--- config.mk ---
export PLATFORM = sky130hd
export DESIGN_NAME = spi_pkt_rx_flat
export DESIGN_NICKNAME = d
export VERILOG_FILES = /design/src/rtl/spi_pkt_pkg.sv /design/src/rtl/spi_pkt_rx_if.sv /design/src/rtl/spi_pkt_fifo.sv /design/src/rtl/spi_pkt_rx.sv /design/src/flat_wrapper.sv
export SDC_FILE = /design/constraint.sdc
export NUM_CORES = 1
export LEC_CHECK = 0
export CAP_MARGIN = 10
export CORE_MARGIN = 1.5
export CORE_UTILIZATION = 57
export DETAILED_ROUTE_END_ITERATION = 6
export PLACE_DENSITY = 0.88
export SLEW_MARGIN = 20
export SYNTH_ARGS = -nofsm -noshare
export SYNTH_HDL_FRONTEND = slang
export SYNTH_SLANG_ARGS = --single-unit
--- constraint.sdc ---
create_clock -name clk -period 2.5 [get_ports clk]
set_clock_uncertainty 0.15 [all_clocks]
set_input_delay 0.5 -clock clk [delete_from_list [all_inputs] [get_ports clk]]
set_output_delay 0.5 -clock clk [all_outputs]
set_load 0.005 [all_outputs]
--- src/rtl/spi_pkt_pkg.sv ---
// Shared constants and helpers for the SPI packet receiver slice.
package spi_pkt_pkg;

  localparam int DEF_WIDTH     = 8;
  localparam int DEF_DEPTH     = 4;
  localparam int DEF_PKT_WORDS = 2;

  // Ceiling log2, never below 1 so single-value counters still get a bit.
  function automatic int clog2(input int n);
    int r;
    r = 0;
    for (int i = 0; i < 31; i++) begin
      if ((1 << i) < n) r = i + 1;
    end
    return (r < 1) ? 1 : r;
  endfunction

endpackage

--- src/rtl/spi_pkt_rx_if.sv ---
// Output word stream of the SPI packet receiver: FWFT head word plus valid/ready.
interface spi_pkt_rx_if #(
  parameter int WIDTH = 8
) ();

  logic [WIDTH-1:0] dout;
  logic             dout_last;
  logic             dout_valid;
  logic             dout_ready;

  modport master (
    output dout,
    output dout_last,
    output dout_valid,
    input  dout_ready
  );

  modport slave (
    input  dout,
    input  dout_last,
    input  dout_valid,
    output dout_ready
  );

endinterface

--- src/rtl/spi_pkt_fifo.sv ---
// First-word-fall-through FIFO with exact occupancy; a push into a full FIFO
// is accepted only when a pop happens in the same cycle.
module spi_pkt_fifo
  import spi_pkt_pkg::*;
#(
  parameter int WIDTH = DEF_WIDTH + 1,
  parameter int DEPTH = DEF_DEPTH
) (
  input  logic                       clk,
  input  logic                       rst,
  input  logic                       push,
  input  logic                       pop,
  input  logic [WIDTH-1:0]           wdata,
  output logic [WIDTH-1:0]           rdata,
  output logic                       full,
  output logic                       empty,
  output logic [$clog2(DEPTH+1)-1:0] level
);

  localparam int PW = $clog2(DEPTH);
  localparam int LW = $clog2(DEPTH + 1);

  logic [WIDTH-1:0] mem_q [DEPTH];
  logic [WIDTH-1:0] mem_d [DEPTH];
  logic [PW-1:0]    wr_ptr_q, wr_ptr_d;
  logic [PW-1:0]    rd_ptr_q, rd_ptr_d;
  logic [LW-1:0]    cnt_q, cnt_d;
  logic             do_push;
  logic             do_pop;

  assign full  = (cnt_q == LW'(DEPTH));
  assign empty = (cnt_q == '0);
  assign level = cnt_q;
  assign rdata = mem_q[rd_ptr_q];

  always_comb begin
    mem_d    = mem_q;
    wr_ptr_d = wr_ptr_q;
    rd_ptr_d = rd_ptr_q;
    cnt_d    = cnt_q;
    do_pop   = pop && !empty;
    do_push  = push && (!full || do_pop);
    if (do_push) begin
      mem_d[wr_ptr_q] = wdata;
      wr_ptr_d        = wr_ptr_q + 1'b1;
    end
    if (do_pop) begin
      rd_ptr_d = rd_ptr_q + 1'b1;
    end
    case ({do_push, do_pop})
      2'b10:   cnt_d = cnt_q + 1'b1;
      2'b01:   cnt_d = cnt_q - 1'b1;
      default: cnt_d = cnt_q;
    endcase
  end

  // Storage is cleared on reset so the head word reads as zero afterwards.
  always_ff @(posedge clk or negedge rst) begin
    if (!rst) begin
      for (int i = 0; i < DEPTH; i++) begin
        mem_q[i] <= '0;
      end
      wr_ptr_q <= '0;
      rd_ptr_q <= '0;
      cnt_q    <= '0;
    end else begin
      mem_q    <= mem_d;
      wr_ptr_q <= wr_ptr_d;
      rd_ptr_q <= rd_ptr_d;
      cnt_q    <= cnt_d;
    end
  end

endmodule

--- src/rtl/spi_pkt_rx.sv ---
// SPI packet receiver: deserialises din into WIDTH-bit words, tags the last
// word of each packet and buffers words in a FWFT FIFO.
module spi_pkt_rx
  import spi_pkt_pkg::*;
#(
  parameter int WIDTH     = DEF_WIDTH,
  parameter int PKT_WORDS = DEF_PKT_WORDS,
  parameter int DEPTH     = DEF_DEPTH,
  parameter bit MSB_FIRST = 1'b1
) (
  input  logic                       clk,
  input  logic                       rst,
  input  logic                       en,
  input  logic                       din,
  input  logic                       sync,
  input  logic                       clr_ovf,
  spi_pkt_rx_if.master               out_if,
  output logic                       word_flg,
  output logic                       pkt_done,
  output logic                       overflow,
  output logic [$clog2(DEPTH+1)-1:0] level
);

  localparam int BW = clog2(WIDTH);
  localparam int WW = clog2(PKT_WORDS);

  logic [WIDTH-1:0] sr_q, sr_d;
  logic [BW-1:0]    bcnt_q, bcnt_d;
  logic [WW-1:0]    wcnt_q, wcnt_d;
  logic             word_flg_q, word_flg_d;
  logic             pkt_done_q, pkt_done_d;
  logic             ovf_q, ovf_d;

  logic [WIDTH-1:0] sr_shift;
  logic             word_done;
  logic             word_last;
  logic             push;
  logic             pop;
  logic             fifo_full;
  logic             fifo_empty;
  logic [WIDTH:0]   fifo_rdata;

  assign sr_shift  = MSB_FIRST ? {sr_q[WIDTH-2:0], din} : {din, sr_q[WIDTH-1:1]};
  assign word_done = en && !sync && (bcnt_q == BW'(WIDTH - 1));
  assign word_last = (wcnt_q == WW'(PKT_WORDS - 1));
  assign push      = word_done;
  assign pop       = out_if.dout_valid && out_if.dout_ready;

  always_comb begin
    sr_d       = sr_q;
    bcnt_d     = bcnt_q;
    wcnt_d     = wcnt_q;
    word_flg_d = 1'b0;
    pkt_done_d = 1'b0;
    ovf_d      = ovf_q;
    if (sync) begin
      bcnt_d = '0;
      wcnt_d = '0;
    end else if (en) begin
      sr_d = sr_shift;
      if (word_done) begin
        bcnt_d     = '0;
        wcnt_d     = word_last ? '0 : wcnt_q + 1'b1;
        word_flg_d = 1'b1;
        pkt_done_d = word_last;
      end else begin
        bcnt_d = bcnt_q + 1'b1;
      end
    end
    // A drop in the same cycle as a clear leaves the flag set.
    if (clr_ovf) begin
      ovf_d = 1'b0;
    end
    if (word_done && fifo_full && !pop) begin
      ovf_d = 1'b1;
    end
  end

  always_ff @(posedge clk or negedge rst) begin
    if (!rst) begin
      sr_q       <= '0;
      bcnt_q     <= '0;
      wcnt_q     <= '0;
      word_flg_q <= 1'b0;
      pkt_done_q <= 1'b0;
      ovf_q      <= 1'b0;
    end else begin
      sr_q       <= sr_d;
      bcnt_q     <= bcnt_d;
      wcnt_q     <= wcnt_d;
      word_flg_q <= word_flg_d;
      pkt_done_q <= pkt_done_d;
      ovf_q      <= ovf_d;
    end
  end

  spi_pkt_fifo #(
    .WIDTH (WIDTH + 1),
    .DEPTH (DEPTH)
  ) u_fifo (
    .clk   (clk),
    .rst   (rst),
    .push  (push),
    .pop   (pop),
    .wdata ({word_last, sr_shift}),
    .rdata (fifo_rdata),
    .full  (fifo_full),
    .empty (fifo_empty),
    .level (level)
  );

  assign out_if.dout       = fifo_rdata[WIDTH-1:0];
  assign out_if.dout_last  = fifo_rdata[WIDTH];
  assign out_if.dout_valid = !fifo_empty;
  assign word_flg          = word_flg_q;
  assign pkt_done          = pkt_done_q;
  assign overflow          = ovf_q;

endmodule

--- src/flat_wrapper.sv ---
// flat-port wrapper written by rule: the top's interface ports become plain ports
module spi_pkt_rx_flat import spi_pkt_pkg::*;
#(
  parameter int WIDTH     = DEF_WIDTH,
  parameter int PKT_WORDS = DEF_PKT_WORDS,
  parameter int DEPTH     = DEF_DEPTH,
  parameter bit MSB_FIRST = 1'b1
)
  (clk, rst, en, din, sync, clr_ovf, word_flg, pkt_done, overflow, level, out_if_dout, out_if_dout_last, out_if_dout_valid, out_if_dout_ready);
  spi_pkt_rx_if #(.WIDTH(WIDTH)) out_if_i ();
  input  logic clk;
  input  logic rst;
  input  logic en;
  input  logic din;
  input  logic sync;
  input  logic clr_ovf;
  output logic word_flg;
  output logic pkt_done;
  output logic overflow;
  output logic [$clog2(DEPTH+1)-1:0] level;
  output wire logic [$bits(out_if_i.dout)-1:0] out_if_dout;
  output wire logic [$bits(out_if_i.dout_last)-1:0] out_if_dout_last;
  output wire logic [$bits(out_if_i.dout_valid)-1:0] out_if_dout_valid;
  input wire logic [$bits(out_if_i.dout_ready)-1:0] out_if_dout_ready;
  assign out_if_dout = out_if_i.dout;
  assign out_if_dout_last = out_if_i.dout_last;
  assign out_if_dout_valid = out_if_i.dout_valid;
  assign out_if_i.dout_ready = out_if_dout_ready;
  spi_pkt_rx #(.WIDTH(WIDTH), .PKT_WORDS(PKT_WORDS), .DEPTH(DEPTH), .MSB_FIRST(MSB_FIRST)) u_core (.clk(clk), .rst(rst), .en(en), .din(din), .sync(sync), .clr_ovf(clr_ovf), .out_if(out_if_i), .word_flg(word_flg), .pkt_done(pkt_done), .overflow(overflow), .level(level));
endmodule
==> results of run 1 <==
worst min-delay path by stage:
stage,startpoint,to,slack (ns)
finish,rst,u_core.u_fifo.mem_q[27]$_DFFE_PN0P_,0.04
global route,rst,u_core.u_fifo.mem_q[28]$_DFFE_PN0P_,0.06
CTS,rst,u_core.u_fifo.mem_q[28]$_DFFE_PN0P_,0.04
detailed placement,u_core.u_fifo.mem_q[5]$_DFFE_PN0P_,u_core.u_fifo.mem_q[5]$_DFFE_PN0P_,0.34
global placement,u_core.u_fifo.mem_q[9]$_DFFE_PN0P_,u_core.u_fifo.mem_q[9]$_DFFE_PN0P_,0.34
floorplan,rst,u_core.bcnt_q[0]$_DFFE_PN0P_,0.05
worst max-delay path, cell delays in order (launching register included):
cell and delay, ns:
dfrtp_1 0.40, buf_12 0.15, mux4_2 0.48, clkdlybuf4s50_1 0.45
registers in the layout, indices dropped and copies added (netlist names):
name / flops
u_core.bcnt_q: 3
u_core.overflow: 1
u_core.pkt_done: 1
u_core.sr_q: 7
u_core.u_fifo.level: 3
u_core.u_fifo.mem_q: 36
u_core.u_fifo.rd_ptr_q: 2
u_core.u_fifo.wr_ptr_q: 2
u_core.wcnt_q: 1
u_core.word_flg: 1
kinds of logic (layout without fill, tap and decap cells):
logic type	after synthesis	count (layout)	synth area share, %
AND/OR/NAND/NOR	22	22	7.91
buffers and inverters	11	55	1.74
multiplexers	56	56	31.5
flip-flops	57	57	52.1
adder cells (fa/ha/maj)	7	7	3.48
XOR/XNOR	6	6	1.92
AO/OA/AOI/OAI	6	6	1.33
metal layers:
layer  GRT usage (%)  up-vias
met1            27.6      761
met5               0        -
met2            34.5       34
met3            7.64        5
met4            6.92        0
li1                -      667
timing repair:
action / in CTS / in global routing
resized for setup: 6 / 3
buffers inserted: 1 / 5
hold buffers: 0 / 0
endpoints found under the setup margin: 9 / 4
pin swaps: 0 / 0
area by class of cell:
| class | instances | share of cell area, % |
|---|---|---|
| clock buffer | 9 | 3.71 |
| clock inverter | 7 | 3.56 |
| inverter | 7 | 0.786 |
| multi-input combinational | 97 | 37.8 |
| sequential | 57 | 42.7 |
| tap | 54 | 2.02 |
| timing repair buffer | 32 | 9.47 |
cell usage after synthesis, types with 2 or more instances:
cell type and number:
dfrtp_1 57, mux2_2 7, nor2_1 5, o21ai_0 2
mux2_4 36, mux4_2 9, nand2_1 4, a21oi_1 2
xnor2_1 5, mux2i_1 4, ha_1 6, nand2_8 4
buf_2 2, inv_1 7
metrics by stage:
step	instances	hold WS [ns]	utilization (%)	power [mW]	TNS [ns]
after global placement	241	0.339	65.5	1.62	0
after global routing	263	0.0638	71.7	2.89	-0.0137
after floorplan	165	0.0544	-	1.44	0
after CTS	258	0.0388	70.8	2.72	0
after detailed placement	241	0.339	65.5	1.67	-0.123
final	263	0.0386	71.7	2.77	0
power by group through the flow:
| stage | sequential, mW | clock [mW] | combinational (mW) |
|---|---|---|---|
| floorplan | 1.13 | 0 | 0.309 |
| global placement | 1.19 | 0 | 0.434 |
| detailed placement | 1.21 | 0 | 0.458 |
| CTS | 1.19 | 1.05 | 0.476 |
| global route | 1.21 | 1.11 | 0.574 |
| finish | 1.20 | 1.04 | 0.534 |
==> metrics.yaml, run 1 <==
run_status:
  outcome: "finished, final reports clean"
sta:
  period_share_pct: 98.4
  setup_viol: 0
  slew_violations: 0
  fin_ws_ns: 0.0400
  period_needed_ns: 2.46
  hold_viol: 0
  worst_slew_pin_slew_ns: 0.638
  max_freq_mhz: 407
  slew-limit-headroom_pct: 57.5
worst_setup_path:
  ff2ff_setup_slack_ns: 0.23
  cp-end-kind: "output port"
  path_class: "reg2out"
  start_kind: "flop"
  crit_fanout: 8
  regToRegEndpoint: "u_core.u_fifo.level[2]$_DFFE_PN0P_"
  critPathLaunch: "u_core.u_fifo.rd_ptr_q[0]$_DFFE_PN0N_"
  cp-endpoint: "out_if_dout[6]"
  regToRegStartpoint: "u_core.bcnt_q[0]$_DFFE_PN0P_"
  critPathArrivalTime_ns: 1.81
  required_ns: 1.85
  worstRegToRegCells: 7
synth:
  yosys_register_bits: 57
  syn-num-nets: 179
  synth-edff-count: 0
  seq_area_frac_synth_pct: 52.1
  async_flop_share_pct: 100
  synth_top_area_share_pct: 52.1
  postSynthCellCount: 165
  yosysTopAreaCell: "dfrtp_1"
  synth_top_flop_cell: "dfrtp_1"
  syn_avg_cell_area_um2: 16.6
  yosysWarnings: 0
  synthTopCellsByArea: "dfrtp_1 (52%), mux2_4 (20%), mux4_2 (7.4%)"
  synthDistinctLibCells: 29
  netlist_area_mm2: 0.00274
power:
  p_leak_nw: 1.74
  swShare_pct: 27.5
  seqPwrFrac_pct: 43.2
  p_int_mw: 2.01
  combPwrFrac_pct: 19.3
  clkPwrFrac_pct: 37.5
  p_sw_mw: 0.761
  ir_worst_vdd_mv: 0.661
  power_density_mw_per_mm2: 829
routing:
  wl_per_cell_um: 19.1
  drt_iter0_markers: 93
  top_layer: "met4"
  via_count: 1467
  routed_wl_mm: 5.02
  dr.pass1.iters: 4
  route.detailed.drc: 0
  via_per_inst: 5.58
  met1_length_mm: 2.23
  wl_met2_mm: 2.53
  met3_length_um: 233
  antenna_left: 0
finish:
  fill_cells: 291
  multi_input_area_mm2: 0.00126
  layout_common_cells: "dfrtp_1 (56), mux2_4 (36), clkdlybuf4s50_1 (13)"
  fin_area_mm2: 0.00334
  layout.nets: 218
  drive_gt1_share_pct: 42.1
  diodes: 0
  layout_commonest_cell: "dfrtp_1"
  syn2layout_area_growth_pct: 22.2
  layout.area.seq_mm2: 0.00143
clock_network:
  clkSinkCount: 57
  clkSlewWorstSetupHoldPaths_ns: 0.07
  clockBufferDepth: 2
  htreeDepth: 3
  numCtsBuffers: 9
  cts_tree: "yes"
  clk-insertion-delay-late_ns: 0.33
  root_buffer: "clkbuf_8"
worst_hold_path:
  min_path_type: "in2async"
floorplanning:
  core_area_mm2: 0.00466
  initial_core_util_pct: 58.7
  rows: 25
  fp.dieArea_mm2: 0.00523
  io_pins: 23
  die_w_um: 72.3
  fp.dieH_um: 72.3
global_route:
  grt_max_degree: 32
  antenna_found_initial: 0
  grt_pass1_wl_mm: 8.13
  grt_pass1_vias: 1598
  grt_usage_pct: 21.5
  gr-total-overflow: 0
place:
  place_area_mm2: 0.00305
  io_buffers: 22
  hpwl_mm: 3.17
  place_ws_ns: -0.123
  gp_congestion: 0.755
job:
  drv_cap: 0
Power figures use the tool's default switching activity.
==> run 2, diff against run 1 <==
CORE_UTILIZATION = 60   (was 57)
DONT_BUFFER_PORTS = 1   (was unset)
PLACE_DENSITY = 0.85   (was 0.88)
clock period = 3 ns   (was 2.5 ns; I/O delays follow)
==> run 2 against run 1 <==
Effect of this change: design area fell by 11%; critical path type unchanged; utilization fell by 3.6 points; critical endpoint is now out_if_dout[0]; largest cell class unchanged; largest power group unchanged; global-route usage increased by 0.49 points.
==> metrics.yaml, run 2 (synthesis gave the netlist of run 1 again) <==
place:
  gp_congestion: 0.749
  io_buffers: 0
  place_inst: 214
  place_ws_ns: 0.819
  hpwl_mm: 3.11
sta:
  hold_viol: 0
  rsz0062_at_grt: "no"
  fin_tns_setup_ns: 0
  period_needed_ns: 2.48
  slew-limit-headroom_pct: 52.3
  setup_viol: 0
  period_share_pct: 82.8
  fin_ws_ns: 0.517
  hold_slack_ns: 0.184
  slew_violations: 0
  max_freq_mhz: 403
  worst_slew_pin_slew_ns: 0.716
job:
  drv_cap: 0
finish:
  layout_common_cells: "dfrtp_1 (57), mux2_4 (36), clkbuf_8 (10)"
  layout.nets: 189
  diodes: 0
  largest_reg_flops: 36
  fin_cells: 231
  regMostFlops: "u_core.u_fifo.mem_q"
  layout_commonest_cell: "dfrtp_1"
  syn2layout_area_growth_pct: 9.14
  reg_top3: "u_core.u_fifo.mem_q x36, u_core.sr_q x7"
  drive_gt1_share_pct: 42.5
  fill_cells: 303
routing:
  via_count: 1392
  routed_wl_mm: 4.78
  antenna_left: 0
  via_per_inst: 6.03
  drt_iter0_markers: 82
  route.detailed.drc: 0
  dr.pass1.iters: 5
  wl_per_cell_um: 20.7
floorplanning:
  fp.dieArea_mm2: 0.00497
  initial_core_util_pct: 62.4
  fp.dieH_um: 70.5
  io_pins: 23
  die_w_um: 70.5
  rows: 24
  core_area_mm2: 0.00438
global_route:
  antenna_found_initial: 0
  grt_pass1_wl_mm: 7.98
  gr-total-overflow: 0
  grt_pass1_vias: 1534
  grt_max_degree: 58
  grt_usage_pct: 22.0
clock_network:
  clkSinkCount: 57
  clkSlewWorstSetupHoldPaths_ns: 0.06
  htreeDepth: 3
  numCtsBuffers: 9
  clk-insertion-delay-late_ns: 0.32
  cts.repair.resized: 0
  cts_tree: "yes"
  root_buffer: "clkbuf_8"
  clockBufferDepth: 2
  post_cts_buffers: 0
power:
  finalPower_mw: 1.88
  ir_worst_vdd_mv: 0.373
  p_leak_nw: 1.51
  power_density_mw_per_mm2: 629
run_status:
  outcome: "finished, final reports clean"
worst_setup_path:
  cp-end-kind: "output port"
  cp_slowest_stage_delay_ns: 0.80
  required_ns: 2.25
  path_buf_inv: 0
  crit_fanout: 11
  start_kind: "flop"
  critPathArrivalTime_ns: 1.73
  path_cells: "mux4_2"
  path_delay_family: "flip-flops"
  path_class: "reg2out"
  slowest_stage: "dfrtp_1"
worst_hold_path:
  min_path_type: "in2reg"
run 2: cell types whose count changed in the layout (fill, tap and decap cells not counted), moves of 3 or more:
cell,delta
dlygate4sd2_1,-5
bufinv_16,-3
buf_4,-7
clkinv_2,+3
dlymetal6s2s_1,-3
clkdlybuf4s50_1,-13
run 2: routing by layer:
layer | GRT usage, % | wire length, um | vias up
met5 | 0 | 0 | -
met4 | 9.01 | 82 | 0
met3 | 7.55 | 209 | 8
met2 | 35.3 | 2420 | 34
met1 | 27.6 | 2070 | 742
li1 | - | - | 608
run 2: stage by stage:
step | cell area, um2 | util (%)
after global routing | 2990 | 68.1
after detailed placement | 2790 | 63.6
after floorplan | 2740 | -
final | 2990 | 68.1
after global placement | 2790 | 63.6
after CTS | 2990 | 68.1
run 2: path summary, 6_finish.rpt:
check,to,slack [ns],start,cells after the start
hold / removal,u_core.bcnt_q[1]$_DFFE_PN0P_,0.18,sync,1
min in group asynchronous,u_core.u_fifo.mem_q[28]$_DFFE_PN0P_,0.64,rst,2
max in group asynchronous,u_core.wcnt_q$_DFFE_PN0P_,1.82,rst,2
setup / recovery,out_if_dout[0],0.52,u_core.u_fifo.rd_ptr_q[0]$_DFFE_PN0N_,1
setup reg to reg,u_core.u_fifo.level[2]$_DFFE_PN0P_,0.80,u_core.bcnt_q[0]$_DFFE_PN0P_,7
hold reg to reg,u_core.u_fifo.mem_q[1]$_DFFE_PN0P_,0.36,u_core.u_fifo.mem_q[1]$_DFFE_PN0P_,1
run 2: where the power goes:
group	internal [mW]	switching, mW
clock network	0.311	0.280
registers	0.843	0.185
logic	0.160	0.0975
total	1.31	0.563
run 2: area by class of cell:
| class | count | area [um2] | area share [%] |
|---|---|---|---|
| Clock buffer | 11 | 141 | 4.73 |
| Clock inverter | 4 | 20.0 | 0.670 |
| Inverter | 7 | 26.3 | 0.880 |
| Multi-Input combinational cell | 97 | 1260 | 42.3 |
| Sequential cell | 57 | 1430 | 47.8 |
| Tap cell | 52 | 65.1 | 2.18 |
| Timing Repair Buffer | 3 | 45.0 | 1.51 |
run 2: timing repair:
item                                    4_1_cts  5_1_grt
endpoints found under the hold margin        57        0
endpoints found under the setup margin        0        0
hold buffers                                  2        0
==> run 3, diff against run 2 <==
clock period = 2.4 ns   (was 3 ns; I/O delays follow)
==> run 3 against run 2 <==
Effect of this change: critical path depth increased by 1; final cell count increased by 1.3%; count of clock-buffer cells in the layout decreased by 1; via count decreased by 1.9%; wire length decreased by 3.3%; critical endpoint is now out_if_dout[3]; highest routed layer unchanged.
==> metrics.yaml, run 3 (synthesis gave the netlist of run 1 again) <==
worst_hold_path:
  whs_path_depth: 1
  min_path_type: "in2reg"
  hold_end: "u_core.bcnt_q[2]$_DFFE_PN0P_"
  min_from: "sync"
global_route:
  grt_pass1_wl_mm: 7.76
  grt_usage_pct: 20.9
  grt_pass1_vias: 1537
  grt_max_degree: 58
  gr-total-overflow: 0
  antenna_found_initial: 0
power:
  ir_worst_vdd_mv: 0.620
  p_leak_nw: 1.54
  finalPower_mw: 2.48
  power_density_mw_per_mm2: 819
  swShare_pct: 28.7
  clkPwrFrac_pct: 35.0
  p_sw_mw: 0.712
  combPwrFrac_pct: 14.8
  seqPwrFrac_pct: 50.1
  p_int_mw: 1.77
clock_network:
  clockBufferDepth: 2
  cts_tree: "yes"
  cts.repair.resized: 0
  clkSlewWorstSetupHoldPaths_ns: 0.06
  htreeDepth: 3
  clk-insertion-delay-late_ns: 0.32
  root_buffer: "clkbuf_8"
  post_cts_buffers: 0
  numCtsBuffers: 9
  cts_hold_buf: 2
  clkSinkCount: 57
place:
  gp_congestion: 0.773
  place_inst: 216
  io_buffers: 0
  hpwl_mm: 3.02
worst_setup_path:
  required_ns: 1.77
  start_kind: "flop"
  ff2ff_setup_slack_ns: 0.27
  critPathArrivalTime_ns: 1.60
  regToRegEndpoint: "u_core.u_fifo.level[2]$_DFFE_PN0P_"
  worstRegToRegCells: 7
  crit_fanout: 7
  regToRegStartpoint: "u_core.bcnt_q[0]$_DFFE_PN0P_"
  path_class: "reg2out"
  cp-end-kind: "output port"
finish:
  layout_common_cells: "dfrtp_1 (57), mux2_4 (36), clkbuf_8 (10)"
  layout_commonest_cell: "dfrtp_1"
  layout.nets: 191
  syn2layout_area_growth_pct: 10.9
  drive_gt1_share_pct: 44.0
  fin_cells: 234
  largest_reg_flops: 36
  regMostFlops: "u_core.u_fifo.mem_q"
  diodes: 0
  reg_top3: "u_core.u_fifo.mem_q x36, u_core.sr_q x7"
sta:
  hold_viol: 0
  rsz0062_at_grt: "no"
  fin_tns_setup_ns: 0
  period_needed_ns: 2.23
  period_share_pct: 92.9
  slew-limit-headroom_pct: 65.1
  max_freq_mhz: 449
  slew_violations: 0
  setup_viol: 0
  worst_slew_pin_slew_ns: 0.524
floorplanning:
  die_w_um: 70.5
  fp.dieArea_mm2: 0.00497
  fp.dieH_um: 70.5
  core_area_mm2: 0.00438
  io_pins: 23
  initial_core_util_pct: 62.4
  rows: 24
routing:
  wl_per_cell_um: 19.8
  route.detailed.drc: 0
  routed_wl_mm: 4.62
  drt_iter0_markers: 82
  antenna_left: 0
  via_count: 1365
  dr.pass1.iters: 4
  via_per_inst: 5.83
job:
  drv_cap: 0
run_status:
  outcome: "finished, final reports clean"
==> run 3: changes by cell type in the layout (fill, tap and decap cells not counted), sizes merged <==
cell      delta
buf          +2
clkbuf       -1
clkinvlp     +1
bufinv       +1
==> run 3: worst max path at each step <==
stage	to	start	slack (ns)	cells after the start
floorplan	u_core.u_fifo.level[2]$_DFFE_PN0P_	en	0.31	8
global placement	u_core.u_fifo.level[2]$_DFFE_PN0P_	u_core.bcnt_q[0]$_DFFE_PN0P_	0.35	7
detailed placement	u_core.u_fifo.level[2]$_DFFE_PN0P_	u_core.bcnt_q[0]$_DFFE_PN0P_	0.29	7
CTS	out_if_dout[3]	u_core.u_fifo.rd_ptr_q[0]$_DFFE_PN0N_	0.13	2
global route	out_if_dout[3]	u_core.u_fifo.rd_ptr_q[0]$_DFFE_PN0N_	0.09	2
finish	out_if_dout[3]	u_core.u_fifo.rd_ptr_q[0]$_DFFE_PN0N_	0.17	2
==> run 3: worst max-delay path, stage by stage, from the launching register on <==
cell     delay (ns)
dfrtp_1        0.47
buf_4          0.25
mux4_2         0.56
==> run 3: per-layer routing <==
metal / up-vias / part of all wire, % / global-route usage [%]
met5: - / 0 / 0
met4: 0 / 1.0 / 11.1
met3: 6 / 3.7 / 5.13
met2: 28 / 51 / 33.4
met1: 719 / 45 / 26.8
li1: 612 / - / -
==> run 3: final cells by class <==
type                    count  area [um2]
flip-flops and latches     57        1430
fillers                   295        1350
multi-input cells          97        1260
clock buffers              10         138
well taps                  52        65.1
repair buffers              5        60.1
clock inverters             6        57.6
inverters                   7        26.3
==> run 3: metrics by stage <==
| stage | utilization [%] | area [um2] | setup slack, ns | hold slack [ns] |
|---|---|---|---|---|
| after CTS | 69.2 | 3040 | 0.129 | 0.0497 |
| after global placement | 63.9 | 2800 | 0.355 | 0.0359 |
| after global routing | 69.2 | 3040 | 0.0857 | 0.0517 |
| final | 69.2 | 3040 | 0.172 | 0.0693 |
| after floorplan | - | 2740 | 0.312 | 0.0344 |
| after detailed placement | 63.9 | 2800 | 0.287 | 0.0355 |
==> run 3: power by group through the flow <==
stage / logic (mW) / registers [mW] / clock network [mW]
after floorplan: 0.322 / 1.18 / 0
after global placement: 0.331 / 1.25 / 0
after detailed placement: 0.345 / 1.26 / 0
after CTS: 0.376 / 1.25 / 0.890
after global routing: 0.404 / 1.27 / 0.936
final: 0.369 / 1.25 / 0.870
